File: config.mk
export PLATFORM = sky130hd
export DESIGN_NAME = sseg_scan_mux
export DESIGN_NICKNAME = d
export VERILOG_FILES = /design/src/rtl/sseg_scan_mux.sv
export SDC_FILE = /design/constraint.sdc
export NUM_CORES = 1
export LEC_CHECK = 0
export BUFFER_PORTS_ARGS = -buffer_cell sky130_fd_sc_hd__buf_2
export CORE_ASPECT_RATIO = 1.2
export CORE_MARGIN = 2
export CORE_UTILIZATION = 45
export DETAILED_ROUTE_END_ITERATION = 8
export GPL_ROUTABILITY_DRIVEN = 0
export SYNTH_ARGS = -nofsm -noshare
export SYNTH_HDL_FRONTEND = slang
export SYNTH_SLANG_ARGS = --single-unit
export TNS_END_PERCENT = 30
File: constraint.sdc
create_clock -name clk -period 3 [get_ports clk]
set_clock_uncertainty 0.2 [all_clocks]
set_input_delay 0.75 -clock clk [delete_from_list [all_inputs] [get_ports clk]]
set_output_delay 0.75 -clock clk [all_outputs]
set_load 0.02 [all_outputs]
File: src/rtl/sseg_scan_mux.sv
// Four-digit multiplexed seven-segment driver (state + three pet stats), active-low segments and anodes.
// Optional blinking of zero-valued stat digits is enabled by defining SSEG_BLINK_EN.
module sseg_scan_mux #(
    parameter int SCAN_DIV     = 50000,
    parameter int BLANK_CYCLES = 500,
    parameter int BLINK_FRAMES = 125
) (
    input  logic       clk,
    input  logic       rst,
    input  logic [3:0] state,
    input  logic [2:0] energy,
    input  logic [2:0] hunger,
    input  logic [2:0] entertainment,
    output logic [0:6] sseg,
    output logic [3:0] an
);

    localparam int TW = (SCAN_DIV > 1) ? $clog2(SCAN_DIV) : 1;
    localparam logic [TW-1:0] TICK_LAST = TW'(SCAN_DIV - 1);
    localparam logic [TW-1:0] BLANK_END = TW'(BLANK_CYCLES);

    logic [TW-1:0] tick_cnt;
    logic [1:0]    digit;
    logic [3:0]    snap_state;
    logic [2:0]    snap_energy;
    logic [2:0]    snap_hunger;
    logic [2:0]    snap_entertainment;
    logic          frame_end;
    logic [3:0]    digit_val;
    logic          slot_dark;

    function automatic logic [0:6] glyph(input logic [3:0] v);
        logic [0:6] g;
        g = 7'b1111111;
        case (v)
            4'h0: g = 7'b0000001;
            4'h1: g = 7'b1001111;
            4'h2: g = 7'b0010010;
            4'h3: g = 7'b0000110;
            4'h4: g = 7'b1001100;
            4'h5: g = 7'b0100100;
            4'h6: g = 7'b0100000;
            4'h7: g = 7'b0001111;
            4'h8: g = 7'b0000000;
            4'h9: g = 7'b0000100;
            4'hA: g = 7'b0001000;
            4'hB: g = 7'b1100000;
            4'hC: g = 7'b0110001;
            4'hD: g = 7'b1000010;
            4'hE: g = 7'b0110000;
            4'hF: g = 7'b0111000;
            default: g = 7'b1111111;
        endcase
        return g;
    endfunction

    assign frame_end = (tick_cnt == TICK_LAST) && (digit == 2'd3);

    always_comb begin
        digit_val = snap_state;
        case (digit)
            2'd1:    digit_val = {1'b0, snap_energy};
            2'd2:    digit_val = {1'b0, snap_hunger};
            2'd3:    digit_val = {1'b0, snap_entertainment};
            default: digit_val = snap_state;
        endcase
    end

`ifdef SSEG_BLINK_EN
    localparam int FW = (BLINK_FRAMES > 1) ? $clog2(BLINK_FRAMES) : 1;
    localparam logic [FW-1:0] FRAME_LAST = FW'(BLINK_FRAMES - 1);

    logic [FW-1:0] frame_cnt;
    logic          blink_phase;

    // Phase flips every BLINK_FRAMES frame boundaries
    always_ff @(posedge clk) begin
        if (rst) begin
            frame_cnt   <= '0;
            blink_phase <= 1'b0;
        end else if (frame_end) begin
            if (frame_cnt == FRAME_LAST) begin
                frame_cnt   <= '0;
                blink_phase <= ~blink_phase;
            end else begin
                frame_cnt <= frame_cnt + 1'b1;
            end
        end
    end

    always_comb begin
        slot_dark = 1'b0;
        if (blink_phase && (digit != 2'd0) && (digit_val == 4'd0))
            slot_dark = 1'b1;
    end
`else
    always_comb begin
        slot_dark = 1'b0;
    end
`endif

    // Inputs are captured only at the frame boundary so one frame never mixes old and new values
    always_ff @(posedge clk) begin
        if (rst) begin
            tick_cnt           <= '0;
            digit              <= 2'd0;
            snap_state         <= 4'd0;
            snap_energy        <= 3'd0;
            snap_hunger        <= 3'd0;
            snap_entertainment <= 3'd0;
        end else begin
            if (tick_cnt == TICK_LAST) begin
                tick_cnt <= '0;
                digit    <= digit + 2'd1;
            end else begin
                tick_cnt <= tick_cnt + 1'b1;
            end
            if (frame_end) begin
                snap_state         <= state;
                snap_energy        <= energy;
                snap_hunger        <= hunger;
                snap_entertainment <= entertainment;
            end
        end
    end

    always_ff @(posedge clk) begin
        if (rst || (tick_cnt < BLANK_END) || slot_dark) begin
            an   <= 4'b1111;
            sseg <= 7'b1111111;
        end else begin
            an   <= ~(4'b0001 << digit);
            sseg <= glyph(digit_val);
        end
    end

endmodule

==> impl_metrics.xml, run 1 <==
<?xml version="1.0" encoding="UTF-8"?>
<metrics>
  <group name="die">
    <metric name="placeableCoreArea" unit="mm²">0.00426</metric>
    <metric name="design.die.area" unit="mm²">0.00499</metric>
    <metric name="initial_utilization" unit="">0.469</metric>
    <metric name="die_width" unit="µm">64.9</metric>
    <metric name="chipHeight" unit="µm">77.0</metric>
    <metric name="top_level_pins" unit="">26</metric>
    <metric name="floorplan_row_count" unit="">26</metric>
  </group>
  <group name="clocking">
    <metric name="root_buffer" unit="">clkbuf_8</metric>
    <metric name="max-clock-path-buffers" unit="">2</metric>
    <metric name="clkLatencyLatePin" unit="ns">0.29</metric>
    <metric name="cts_hold_buf" unit="">0</metric>
    <metric name="htreeDepth" unit="">2</metric>
    <metric name="post_cts_buffers" unit="">0</metric>
    <metric name="number_of_clock_sinks_seen_by_cts" unit="">42</metric>
    <metric name="clock_tree_from_tritoncts" unit="">yes</metric>
    <metric name="number_of_clock_buffers_inserted_by_tritoncts" unit="">5</metric>
    <metric name="cts.clk_slew.worst_paths" unit="ns">0.08</metric>
    <metric name="cts.repair.resized" unit="">0</metric>
  </group>
  <group name="layout">
    <metric name="layout_common_cells" unit="">42 x dfxtp_1, 34 x nor2_1, 25 x buf_2</metric>
    <metric name="final_core_utilization" unit="">0.536</metric>
    <metric name="drive_above_1_share" unit="">0.181</metric>
    <metric name="finish.net_count" unit="">263</metric>
    <metric name="layout.filler_cells" unit="">405</metric>
    <metric name="layout_commonest_cell" unit="">dfxtp_1</metric>
    <metric name="area_delta_synth_final" unit="%">14.3</metric>
    <metric name="antenna_cells" unit="">0</metric>
  </group>
  <group name="setup_path">
    <metric name="timing.critical_path.arrival" unit="ns">2.69</metric>
    <metric name="crit_path_max_fanout" unit="">8</metric>
    <metric name="worst_ep_required_time" unit="ns">2.97</metric>
    <metric name="crit_type" unit="">reg2reg</metric>
    <metric name="worst_r2r_path_depth" unit="">10</metric>
    <metric name="critPathCaptureType" unit="">flip-flop</metric>
    <metric name="start_kind" unit="">flip-flop</metric>
  </group>
  <group name="timing">
    <metric name="max_slew_margin" unit="">0.642</metric>
    <metric name="max_slew_violations" unit="">0</metric>
    <metric name="finalSetupViolations" unit="">0</metric>
    <metric name="timing.final.crit_period" unit="ns">2.72</metric>
    <metric name="peak_clock_frequency_supported_by_timing" unit="MHz">368</metric>
    <metric name="finalSetupTns" unit="ns">0</metric>
    <metric name="finalCritPeriodShare" unit="">0.905</metric>
    <metric name="grt_setup_unrepaired" unit="">no</metric>
    <metric name="tightest_slew" unit="ns">0.532</metric>
    <metric name="final-hold-violation-count" unit="">0</metric>
  </group>
  <group name="synthesis">
    <metric name="synthesis.area" unit="mm²">0.00200</metric>
    <metric name="synth_sequential_area_ratio" unit="">0.421</metric>
    <metric name="syn-mean-instance-area" unit="µm²">9.43</metric>
    <metric name="synth_nets" unit="">239</metric>
    <metric name="warnings_synthesis" unit="">0</metric>
    <metric name="synthDistinctLibCells" unit="">43</metric>
    <metric name="ys_ff_latch" unit="">42</metric>
    <metric name="synthesis.instances" unit="">212</metric>
  </group>
  <group name="placed_design">
    <metric name="place_hpwl" unit="µm">2710</metric>
    <metric name="portBuffers" unit="">25</metric>
  </group>
  <group name="grt">
    <metric name="grt_pass1_vias" unit="">1426</metric>
    <metric name="overall_fraction_of_global_route_tracks_in_use" unit="">0.168</metric>
    <metric name="grt_start_max_net_pins" unit="">19</metric>
    <metric name="total_congestion_overflow" unit="">0</metric>
    <metric name="global_route_wire_length_before_repair" unit="µm">6620</metric>
    <metric name="antenna_found_initial" unit="">0</metric>
  </group>
  <group name="route">
    <metric name="firstDrtPassIters" unit="">4</metric>
    <metric name="via_per_inst" unit="">5.19</metric>
    <metric name="vias" unit="">1520</metric>
    <metric name="wirelength" unit="µm">3800</metric>
    <metric name="wire_per_inst" unit="µm">13.0</metric>
    <metric name="remaining_drc_errors" unit="">0</metric>
    <metric name="dr.first_iter.drc_count" unit="">94</metric>
    <metric name="antenna_left" unit="">0</metric>
  </group>
  <group name="flow_run">
    <metric name="timing.max_cap.violations" unit="">0</metric>
  </group>
  <group name="power">
    <metric name="p_leak" unit="nW">0.855</metric>
    <metric name="power_per_unit_of_standard_cell_area" unit="mW/mm²">487</metric>
    <metric name="irDropWorstVdd" unit="mV">0.339</metric>
    <metric name="total_power" unit="mW">1.11</metric>
  </group>
  <group name="min_path">
    <metric name="worst_hold_path_type" unit="">reg2reg</metric>
    <metric name="min_path_cells" unit="">1</metric>
  </group>
  <group name="status">
    <metric name="run_status" unit="">finished, final reports clean</metric>
  </group>
</metrics>
path summary, 6_finish.rpt:
check	from	endpoint	slack, ns
hold reg to reg	tick_cnt[0]	tick_cnt[0]	0.27
hold / removal	tick_cnt[0]	tick_cnt[0]	0.27
setup / recovery	digit[0]	sseg[0]	0.28
setup reg to reg	digit[0]	sseg[0]	0.28
state kept, by name (all words and copies together), names as in the netlist:
register	count
an	4
tick_cnt	16
snap_energy	3
digit	2
sseg	7
snap_entertainment	3
snap_state	4
snap_hunger	3
critical path, stage by stage (launching register included):
cell	delay, ns
dfxtp_1	0.35
inv_1	0.11
ha_1	0.34
inv_1	0.19
o21ai_0	0.48
inv_1	0.16
ha_1	0.32
mux2i_1	0.17
mux2i_1	0.09
nor2_1	0.08
o21ai_0	0.10
metrics by stage:
| stage | setup slack (ns) | hold slack, ns | area, µm² | cells |
|---|---|---|---|---|
| 2_1_floorplan | 0.572 | 0.226 | 2000 | 212 |
| 3_3_place_gp | 0.360 | 0.243 | 2150 | 285 |
| 3_5_place_dp | 0.323 | 0.254 | 2150 | 285 |
| 4_1_cts | 0.261 | 0.266 | 2290 | 293 |
| 5_1_grt | 0.0353 | 0.323 | 2290 | 293 |
| 6_report | 0.284 | 0.271 | 2290 | 293 |
kinds of logic (layout without fill, tap and decap cells):
logic type / count (synthesis) / after routing / share of synthesized area
compound gates: 23 / 23 / 0.0764
buf+inv: 19 / 44 / 0.0494
flops: 42 / 42 / 0.421
simple gates: 82 / 82 / 0.217
fa+ha+maj: 12 / 12 / 0.0751
xor+xnor: 14 / 14 / 0.0613
mux: 20 / 20 / 0.101
cells in the mapped netlist (all sizes together):
master | number | area (µm²)
nor3 | 1 | 5.00
nand4b | 1 | 8.76
o211ai | 1 | 7.51
xnor2 | 2 | 17.5
and3 | 4 | 26.3
or2 | 1 | 6.26
o221ai | 2 | 17.5
dfxtp | 42 | 841
a211oi | 2 | 15.0
or3b | 1 | 8.76
xor2 | 12 | 105
nand4 | 7 | 43.8
mux2 | 1 | 11.3
o31ai | 1 | 7.51
or3 | 1 | 6.26
o21a | 1 | 7.51
o21ai | 4 | 20.0
a22oi | 1 | 7.51
mux2i | 19 | 190
nand3 | 8 | 40.0
o311ai | 1 | 8.76
buf | 5 | 46.3
nand4bb | 1 | 11.3
a222oi | 2 | 20.0
nor4 | 3 | 40.0
clkbuf | 6 | 22.5
or4 | 1 | 11.3
nor2 | 34 | 128
and2 | 1 | 6.26
a31oi | 1 | 6.26
inv | 8 | 30.0
a21oi | 7 | 35.0
nand2 | 13 | 48.8
ha | 12 | 150
and4 | 4 | 36.3
nor2b | 1 | 6.26
where the power goes:
part | internal [mW] | leakage, nW | switching [mW] | total [mW]
combinational | 0.0101 | 0.448 | 0.0119 | 0.0220
clock | 0.333 | 0.0683 | 0.193 | 0.527
sequential | 0.560 | 0.339 | 0.00363 | 0.564
total | 0.904 | 0.855 | 0.209 | 1.11
layer usage:
layer | share of wire | vias up | track usage
met5 | 0 | - | 0
met4 | 0.013 | 0 | 0.0511
met3 | 0.033 | 5 | 0.0440
met2 | 0.49 | 29 | 0.280
met1 | 0.47 | 695 | 0.209
li1 | - | 791 | -
cell type report:
| class | count | area (µm²) | share of cell area |
|---|---|---|---|
| Multi-Input combinational cell | 151 | 1060 | 0.464 |
| Tap cell | 56 | 70.1 | 0.0307 |
| Sequential cell | 42 | 841 | 0.368 |
| Inverter | 8 | 30.0 | 0.0131 |
| Timing Repair Buffer | 28 | 148 | 0.0646 |
| Clock buffer | 5 | 68.8 | 0.0301 |
| Clock inverter | 3 | 68.8 | 0.0301 |
No activity file was read; power rests on OpenSTA's default activity.
==> inputs of run 2 (changes only) <==
CORE_UTILIZATION = 51   (was 45)
PLACE_DENSITY = 0.72   (was unset)
==> run 2 against run 1 <==
Effect of this change:
- critical path depth stayed put
- via count up 0.66%
- clock power fell by 27%
- global-route usage up 2.9 points
- cell count is 1.7% lower
- sequential cell count stayed put
- largest cell class unchanged
- core utilization up 6.8 points
==> impl_metrics.xml, run 2 (synthesis results as in run 1) <==
<?xml version="1.0" encoding="UTF-8"?>
<metrics>
  <group name="min_path">
    <metric name="whs_endpoint" unit="">tick_cnt[0]</metric>
    <metric name="min_path_cells" unit="">1</metric>
    <metric name="hold_startpoint" unit="">tick_cnt[0]</metric>
    <metric name="worst_hold_path_type" unit="">reg2reg</metric>
  </group>
  <group name="power">
    <metric name="comb_power_share" unit="">0.023</metric>
    <metric name="internal_power" unit="µW">755</metric>
    <metric name="irDropWorstVdd" unit="mV">0.343</metric>
    <metric name="switching_power" unit="µW">214</metric>
    <metric name="seqPwrFrac" unit="">0.582</metric>
    <metric name="power.switching_fraction" unit="">0.220</metric>
    <metric name="power_per_unit_of_standard_cell_area" unit="mW/mm²">434</metric>
    <metric name="p_leak" unit="nW">0.830</metric>
    <metric name="power_frac_clock" unit="">0.395</metric>
  </group>
  <group name="placed_design">
    <metric name="place_hpwl" unit="µm">2650</metric>
    <metric name="placedCellCount" unit="">280</metric>
    <metric name="portBuffers" unit="">25</metric>
    <metric name="post-place-ws" unit="ns">0.362</metric>
  </group>
  <group name="die">
    <metric name="design.die.area" unit="mm²">0.00444</metric>
    <metric name="chipHeight" unit="µm">72.6</metric>
    <metric name="floorplan_row_count" unit="">24</metric>
    <metric name="placeableCoreArea" unit="mm²">0.00369</metric>
    <metric name="die_width" unit="µm">61.2</metric>
    <metric name="initial_utilization" unit="">0.541</metric>
    <metric name="top_level_pins" unit="">26</metric>
  </group>
  <group name="setup_path">
    <metric name="crit_type" unit="">reg2reg</metric>
    <metric name="critPathCaptureType" unit="">flip-flop</metric>
    <metric name="crit_chain" unit="">inv_1 &gt; ha_1 &gt; inv_1 &gt; o21ai_0 &gt; inv_1 &gt; ha_1 &gt; mux2i_1 &gt; mux2i_1 &gt; nor2_1 &gt; o21ai_0</metric>
    <metric name="regToRegEndpoint" unit="">sseg[0]</metric>
    <metric name="r2r-start" unit="">digit[0]</metric>
    <metric name="highest_delay_cell_along_the_critical_path" unit="">o21ai_0</metric>
    <metric name="timing.critical_path.arrival" unit="ns">2.68</metric>
    <metric name="path_common_cell" unit="">inv_1</metric>
    <metric name="worst_ep_required_time" unit="ns">2.99</metric>
    <metric name="crit_path_max_fanout" unit="">8</metric>
    <metric name="slowest_stage_delay_cp" unit="ns">0.50</metric>
    <metric name="start_kind" unit="">flip-flop</metric>
    <metric name="worst_r2r_path_depth" unit="">10</metric>
    <metric name="timing.reg2reg.setup_slack" unit="ns">0.31</metric>
  </group>
  <group name="layout">
    <metric name="largestRegisters" unit="">tick_cnt (16), sseg (7)</metric>
    <metric name="final_cell_count_no_fill" unit="">288</metric>
    <metric name="top_register" unit="">tick_cnt</metric>
    <metric name="layout_commonest_cell" unit="">dfxtp_1</metric>
    <metric name="drive_above_1_share" unit="">0.178</metric>
    <metric name="layout_common_cells" unit="">42 x dfxtp_1, 34 x nor2_1, 25 x buf_2</metric>
    <metric name="layout.filler_cells" unit="">329</metric>
    <metric name="antenna_cells" unit="">0</metric>
    <metric name="largest_register_ffs" unit="">16</metric>
    <metric name="area_delta_synth_final" unit="%">11.6</metric>
    <metric name="finish.net_count" unit="">262</metric>
  </group>
  <group name="grt">
    <metric name="total_congestion_overflow" unit="">0</metric>
    <metric name="overall_fraction_of_global_route_tracks_in_use" unit="">0.197</metric>
    <metric name="global_route_wire_length_before_repair" unit="µm">6470</metric>
    <metric name="grt_pass1_vias" unit="">1435</metric>
    <metric name="antenna_found_initial" unit="">0</metric>
    <metric name="grt_start_max_net_pins" unit="">19</metric>
  </group>
  <group name="clocking">
    <metric name="htreeDepth" unit="">2</metric>
    <metric name="clkLatencyLatePin" unit="ns">0.30</metric>
    <metric name="clock_tree_from_tritoncts" unit="">yes</metric>
    <metric name="number_of_clock_buffers_inserted_by_tritoncts" unit="">5</metric>
    <metric name="cts_hold_buf" unit="">0</metric>
    <metric name="cts.clk_slew.worst_paths" unit="ns">0.08</metric>
    <metric name="cts.repair.resized" unit="">0</metric>
    <metric name="max-clock-path-buffers" unit="">2</metric>
    <metric name="post_cts_buffers" unit="">0</metric>
    <metric name="number_of_clock_sinks_seen_by_cts" unit="">42</metric>
    <metric name="root_buffer" unit="">clkbuf_8</metric>
  </group>
  <group name="timing">
    <metric name="peak_clock_frequency_supported_by_timing" unit="MHz">371</metric>
    <metric name="max_slew_margin" unit="">0.521</metric>
    <metric name="finalSetupViolations" unit="">0</metric>
    <metric name="timing.final.crit_period" unit="ns">2.69</metric>
    <metric name="tightest_slew" unit="ns">0.718</metric>
    <metric name="finalSetupTns" unit="ns">0</metric>
    <metric name="grt_setup_unrepaired" unit="">no</metric>
    <metric name="finalCritPeriodShare" unit="">0.898</metric>
    <metric name="max_slew_violations" unit="">0</metric>
    <metric name="final-hold-violation-count" unit="">0</metric>
    <metric name="finalWorstSetupSlack" unit="ns">0.305</metric>
  </group>
  <group name="route">
    <metric name="antenna_left" unit="">0</metric>
    <metric name="remaining_drc_errors" unit="">0</metric>
    <metric name="firstDrtPassIters" unit="">6</metric>
    <metric name="vias" unit="">1530</metric>
    <metric name="wirelength" unit="µm">3740</metric>
    <metric name="via_per_inst" unit="">5.31</metric>
    <metric name="wire_per_inst" unit="µm">13.0</metric>
    <metric name="dr.first_iter.drc_count" unit="">62</metric>
  </group>
  <group name="status">
    <metric name="run_status" unit="">finished, final reports clean</metric>
  </group>
  <group name="flow_run">
    <metric name="timing.max_cap.violations" unit="">0</metric>
  </group>
</metrics>
-- run 2: cell types whose count changed in the layout (fill, tap and decap cells not counted) --
| cell | change |
|---|---|
| bufinv_16 | -2 |
| buf_4 | -1 |
| clkbuf_8 | +1 |
| clkinv_2 | +1 |
| clkinv_4 | -1 |
| clkinvlp_4 | +1 |
-- run 2: area by class of cell --
class / count / area [µm²] / share of cell area
Clock inverter: 2 / 12.5 / 0.00561
Timing Repair Buffer: 27 / 140 / 0.0628
Clock buffer: 6 / 82.6 / 0.0370
Multi-Input combinational cell: 151 / 1060 / 0.475
Sequential cell: 42 / 841 / 0.377
Tap cell: 52 / 65.1 / 0.0292
Inverter: 8 / 30.0 / 0.0135
-- run 2: worst max-delay path by stage --
stage	start	endpoint	slack (ns)
after global routing	digit[0]	sseg[0]	0.03
final	digit[0]	sseg[0]	0.31
after detailed placement	digit[0]	sseg[0]	0.36
after floorplan	digit[0]	sseg[3]	0.57
after CTS	digit[0]	sseg[0]	0.33
after global placement	digit[0]	sseg[0]	0.45
-- run 2: layer usage --
layer | vias up | share of wire | track usage
li1 | 787 | - | -
met1 | 710 | 0.46 | 0.235
met2 | 25 | 0.49 | 0.325
met3 | 8 | 0.031 | 0.0372
met4 | 0 | 0.022 | 0.106
met5 | - | 0 | 0
-- run 2: power by group through the flow --
| stage | sequential [mW] | combinational, mW | clock, mW |
|---|---|---|---|
| floorplan | 0.576 | 0.0136 | 0 |
| global placement | 0.577 | 0.0223 | 0 |
| detailed placement | 0.577 | 0.0224 | 0 |
| CTS | 0.564 | 0.0224 | 0.391 |
| global route | 0.565 | 0.0252 | 0.408 |
| finish | 0.564 | 0.0220 | 0.383 |
-- run 2: stage by stage --
step / hold slack, ns / power [mW] / area [µm²] / utilization
after detailed placement: 0.256 / 0.599 / 2140 / 0.578
after global placement: 0.243 / 0.599 / 2140 / 0.578
after floorplan: 0.226 / 0.590 / 2000 / -
after global routing: 0.312 / 0.998 / 2230 / 0.604
final: 0.275 / 0.969 / 2230 / 0.604
after CTS: 0.275 / 0.977 / 2230 / 0.604
-- run 2: worst max-delay path: cells and delay by family, from the launching register on --
family | cells | cell delay (ns)
adder cells (fa/ha/maj) | 2 | 0.63
buffers and inverters | 3 | 0.45
AND/OR/NAND/NOR | 1 | 0.09
multiplexers | 2 | 0.28
flip-flops | 1 | 0.35
AO/OA/AOI/OAI | 2 | 0.58
